===== src/rtl/vram_write_arbiter.sv =====
// Single-port VRAM write arbiter: CPU writes are queued in a small FIFO, engine beats
// use req/gnt, and a burst limiter guarantees the CPU a slot during long engine runs.
module vram_write_arbiter #(
  parameter int          FIFO_DEPTH    = 4,
  parameter int          ENG_BURST_MAX = 8,
  parameter logic [15:0] IDLE_ADDR     = 16'h8000
) (
  input  logic                          clk,
  input  logic                          rst,
  input  logic                          cpu_wr_valid,
  input  logic [14:0]                   cpu_wr_addr,
  input  logic [7:0]                    cpu_wr_data,
  output logic                          cpu_wr_ready,
  output logic                          cpu_overflow,
  output logic [$clog2(FIFO_DEPTH):0]   fifo_level,
  input  logic                          eng_req,
  input  logic [14:0]                   eng_addr,
  input  logic [7:0]                    eng_data,
  output logic                          eng_gnt,
  output logic [15:0]                   vram_write_address,
  output logic [7:0]                    vram_write_data
);
  localparam int PW = $clog2(FIFO_DEPTH);
  localparam int LW = PW + 1;
  localparam int BW = $clog2(ENG_BURST_MAX + 1);

  typedef struct packed {
    logic [14:0] addr;
    logic [7:0]  data;
  } wr_beat_t;

  wr_beat_t        mem [FIFO_DEPTH];
  logic [PW-1:0]   wr_ptr, rd_ptr;
  logic [LW-1:0]   level;
  logic [BW-1:0]   burst_cnt;

  logic full, cpu_pend, push, burst_max, eng_win, cpu_win;
  wr_beat_t head;

  assign full      = (level == LW'(FIFO_DEPTH));
  assign cpu_pend  = (level != '0);
  assign push      = cpu_wr_valid && !full;
  assign burst_max = (burst_cnt == BW'(ENG_BURST_MAX));
  // Engine has priority until it has used up its burst allowance against a waiting CPU.
  assign eng_win   = eng_req && !(cpu_pend && burst_max);
  assign cpu_win   = cpu_pend && !eng_win;
  assign head      = mem[rd_ptr];

  assign cpu_wr_ready = !full;
  assign eng_gnt      = eng_win;
  assign fifo_level   = level;

  // Storage needs no reset; level/pointers define validity.
  always_ff @(posedge clk) begin
    if (push) mem[wr_ptr] <= '{addr: cpu_wr_addr, data: cpu_wr_data};
  end

  always_ff @(posedge clk or posedge rst) begin
    if (rst) begin
      wr_ptr <= '0;
      rd_ptr <= '0;
      level  <= '0;
    end else begin
      if (push)    wr_ptr <= wr_ptr + PW'(1);
      if (cpu_win) rd_ptr <= rd_ptr + PW'(1);
      level <= level + LW'(push) - LW'(cpu_win);
    end
  end

  always_ff @(posedge clk or posedge rst) begin
    if (rst) begin
      burst_cnt <= '0;
    end else if (cpu_win || !cpu_pend) begin
      burst_cnt <= '0;
    end else if (eng_win && !burst_max) begin
      burst_cnt <= burst_cnt + BW'(1);
    end
  end

  always_ff @(posedge clk or posedge rst) begin
    if (rst) cpu_overflow <= 1'b0;
    else if (cpu_wr_valid && full) cpu_overflow <= 1'b1;
  end

  // Registered write port; data holds when idle so only the address marks validity.
  always_ff @(posedge clk or posedge rst) begin
    if (rst) begin
      vram_write_address <= IDLE_ADDR;
      vram_write_data    <= 8'h00;
    end else if (eng_win) begin
      vram_write_address <= {1'b0, eng_addr};
      vram_write_data    <= eng_data;
    end else if (cpu_win) begin
      vram_write_address <= {1'b0, head.addr};
      vram_write_data    <= head.data;
    end else begin
      vram_write_address <= IDLE_ADDR;
    end
  end

endmodule

===== config.mk =====
export PLATFORM = sky130hd
export DESIGN_NAME = vram_write_arbiter
export DESIGN_NICKNAME = d
export VERILOG_FILES = /design/src/rtl/vram_write_arbiter.sv
export SDC_FILE = /design/constraint.sdc
export NUM_CORES = 1
export LEC_CHECK = 0
export CAP_MARGIN = 20
export CORE_ASPECT_RATIO = 0.7
export CORE_MARGIN = 1.5
export CORE_UTILIZATION = 53
export DETAILED_ROUTE_END_ITERATION = 16
export PLACE_DENSITY = 0.82
export SYNTH_ARGS = -nofsm -noshare
export SYNTH_HDL_FRONTEND = slang
export SYNTH_SLANG_ARGS = --single-unit

===== constraint.sdc =====
create_clock -name clk -period 3.1 [get_ports clk]
set_input_delay 0.465 -clock clk [delete_from_list [all_inputs] [get_ports clk]]
set_output_delay 0.465 -clock clk [all_outputs]
set_load 0.02 [all_outputs]

==> impl_metrics.csv <==
group,metric,value,unit
clock_tree,cts_max_path_buffers,2,
global_route,grt_antenna_before_repair,0,
sta,fin_ws,0.3018,ns
finish,area_growth_syn_to_layout,27.82,%
sta,max_freq,357.4,MHz
status,status,"finished clean",
clock_tree,htreeDepth,4,
finish,nNetsFinal,458,
synthesis,yosys.area_share.simple,4.588,%
synthesis,syn_area_per_cell,16.90,um2
sta,finalCriticalPeriod,2.798,ns
sta,worstMarginPinSlew,0.9948,ns
setup_path,start_kind,"flop",
finish,drive_above_1_share,14.32,%
detailed_routing,ant_nets,0,
floorplanning,io_pins,80,
clock_tree,cts_resized,0,
detailed_routing,drc,0,
global_route,grt_pass1_wl,16.79,mm
finish,antenna_cells,0,
synthesis,synth_top_family_by_area,"multiplexers",
clock_tree,clock-root-buffer,"clkbuf_16",
global_route,grt_overflow,0,
power_and_ir_drop,p_sw_share,29.70,%
clock_tree,path_clk_slew,0.05,ns
synthesis,synth_compound_area_share,6.482,%
min_path,hold_depth,1,
clock_tree,numCtsBuffers,17,
power_and_ir_drop,netSwitchingPower,1.782,mW
sta,hold_ws,0.4548,ns
sta,rsz0062_at_grt,"false",
setup_path,max_stage_delay,0.68,ns
synthesis,ys_types,36,
sta,setup_tns,0,ns
synthesis,yosysWarningCount,0,
detailed_routing,dr.first_iter.drc_count,280,
placed_design,gp_congestion,0.7063,
power_and_ir_drop,pwr-share-clk,28.2,%
synthesis,synth.cell_area,5154,um2
setup_path,cp.arrival,2.33,ns
synthesis,syn_nets,364,
min_path,min_to,"cpu_overflow",
placed_design,portBuffers,79,
power_and_ir_drop,seqPwrFrac,41.2,%
finish,multi_input_area,1292,um2
detailed_routing,via_per_inst,5.586,
floorplanning,core_area,9253,um2
setup_path,required,2.63,ns
global_route,grt_pass1_vias,3116,
setup_path,r2r-end,"fifo_level[2]",
power_and_ir_drop,p_leak,2.423,nW
clock_tree,worstSkewPairLatency,0.41,ns
sta,hold_viol,0,
setup_path,path_delay_family,"buffers and inverters",
sta,finClkSkew,0.01171,ns
clock_tree,postCtsSetupBuffers,0,
clock_tree,numClockSinks,128,
clock_tree,cts_tree,"built",
power_and_ir_drop,irDropWorstVdd,0.0004984,V
min_path,holdCritStartpoint,"cpu_overflow",
setup_path,cpMaxStageDelayCell,"clkdlybuf4s50_1",
floorplanning,initial_core_util,55.70,%
detailed_routing,wirelength,10.47,mm
placed_design,dp_worst_setup_slack,0.4650,ns
finish,ff_latch_area,3665,um2
setup_path,setup.worst_path.end_class,"primary output",
setup_path,crit_chain,"or3_1 -> a21oi_4 -> clkdlybuf4s50_1",
sta,slew_violations,0,
global_route,grt_util_all_layers,22.69,%
detailed_routing,vias,2994,
setup_path,worstReg2RegStart,"fifo_level[2]",
min_path,hp-class,"flop to flop",
finish,nFillCells,569,
synthesis,synth-xor-area-share,1.190,%
sta,finalCritPeriodShare,90.26,%
synthesis,synth-seq-area-share,71.11,%
synthesis,synthMuxAreaShare,10.49,%
synthesis,synthAdderAreaFrac,2.331,%
clock_tree,hold_buffers,0,
setup_path,cp_max_fo,9,
floorplanning,rows,29,
power_and_ir_drop,powerDensity,910.8,nW/um2
floorplanning,die_h,85.51,um
setup_path,r2r_slack,0.74,ns
power_and_ir_drop,power,6.000,mW
sta,setup_viol,0,
power_and_ir_drop,internal_power,4.218,mW
power_and_ir_drop,p_comb_share,30.7,%
floorplanning,die_x,120.9,um
placed_design,hpwl,6.560,mm
detailed_routing,dr.pass1.iters,5,
sta,slew_headroom,33.44,%
synthesis,ys_seq_elements,128,
setup_path,cp_num_buf_inv,1,
floorplanning,dieArea,10330,um2
global_route,grt_max_degree,37,
synthesis,synthCells,305,
job,maxCapViolCount,0,
setup_path,ff2ff_path_depth,9,
setup_path,worst-setup-path-type,"flop to primary output",
detailed_routing,routedWlPerCell,19.54,um
==> power groups by stage <==
stage	Clock, mW	Sequential [mW]	Combinational [mW]
global route	1.80	2.51	2.01
detailed placement	0	2.50	1.85
global placement	0	2.47	1.80
finish	1.69	2.47	1.84
floorplan	0	2.62	1.07
CTS	1.71	2.47	1.86
==> metal layers <==
layer | vias to the layer above | track usage [%] | share of wire [%]
li1 | 1354 | - | -
met1 | 1488 | 30.96 | 43
met2 | 142 | 34.92 | 48
met3 | 10 | 7.912 | 7.4
met4 | 0 | 7.380 | 1.0
met5 | - | 0 | 0
==> per-stage QoR <==
| stage | instances | util [%] | instance area [um2] |
|---|---|---|---|
| CTS | 536 | 71.20 | 6588 |
| global route | 536 | 71.20 | 6588 |
| floorplan | 305 | - | 5154 |
| global placement | 504 | 65.75 | 6083 |
| finish | 536 | 71.20 | 6588 |
| detailed placement | 504 | 65.75 | 6083 |
==> how the worst max path moves through the flow <==
stage,startpoint,end,slack [ns],depth (start not counted)
after floorplan,burst_cnt[0],fifo_level[2],0.72,11
after global placement,eng_req,eng_gnt,0.51,4
after detailed placement,eng_req,eng_gnt,0.47,4
after CTS,fifo_level[2],eng_gnt,0.29,3
after global routing,fifo_level[1],eng_gnt,0.22,3
final,fifo_level[2],eng_gnt,0.30,3
==> final cells by class <==
cell class                 instances  share of cell area, %
inverter                          20                  1.140
multi-input combinational        139                  19.62
sequential                       128                  55.63
clock buffer                      29                  7.445
timing repair buffer              93                  13.60
tap                              124                  2.355
clock inverter                     3                 0.2089
==> Yosys cell counts <==
cell type	number	share of area [%]
a21oi_4	1	0.32
dfstp_2	1	0.51
buf_2	6	0.58
inv_1	19	1.4
mux2_2	1	0.22
clkbuf_1	5	0.36
ha_1	8	1.9
clkinv_1	1	0.073
a21oi_1	9	0.87
o21ai_1	10	0.97
xnor2_1	4	0.68
mux4_1	3	1.5
nor2_1	6	0.44
o211ai_1	16	2.3
and3b_1	1	0.17
nor2b_1	1	0.12
nor3_4	1	0.32
xor2_1	3	0.51
a21o_1	1	0.15
a221oi_1	8	1.4
o21ai_0	5	0.49
nor3_1	8	0.78
dfrtp_1	35	17
nand3_1	2	0.19
buf_12	1	0.39
nand3b_1	1	0.15
buf_6	3	0.66
nand2_1	23	1.7
buf_1	1	0.073
nor3b_1	1	0.15
buf_4	2	0.29
fa_1	1	0.39
edfxtp_1	92	54
or3_1	1	0.12
mux4_2	20	8.7
and2_1	4	0.49
==> layout by cell type (no fill, tap or decap), types with 5 or more instances in the layout <==
| cell type | netlist | layout |
|---|---|---|
| edfxtp_1 | 92 | 92 |
| clkdlybuf4s50_1 | 0 | 79 |
| dfrtp_1 | 35 | 35 |
| nand2_1 | 23 | 23 |
| mux4_2 | 20 | 20 |
| inv_1 | 19 | 19 |
| clkbuf_16 | 0 | 17 |
| o211ai_1 | 16 | 16 |
| buf_4 | 2 | 14 |
| o21ai_1 | 10 | 10 |
| clkbuf_1 | 5 | 10 |
| a21oi_1 | 9 | 9 |
| nor3_1 | 8 | 8 |
| a221oi_1 | 8 | 8 |
| ha_1 | 8 | 8 |
| nor2_1 | 6 | 6 |
| o21ai_0 | 5 | 5 |
==> flip-flops by register name, summed over array words and instances, names as in the netlist <==
signal / cells
vram_write_data: 8
wr_ptr: 2
cpu_overflow: 1
vram_write_address: 16
rd_ptr: 2
fifo_level: 3
burst_cnt: 4
mem: 92
==> kinds of logic after synthesis <==
group,Yosys count
flip-flops,128
XOR/XNOR,7
AO/OA/AOI/OAI,50
adder cells (fa/ha/maj),9
buffers and inverters,38
multiplexers,24
AND/OR/NAND/NOR,49
Note: power is estimated with default switching activity, not from simulation.
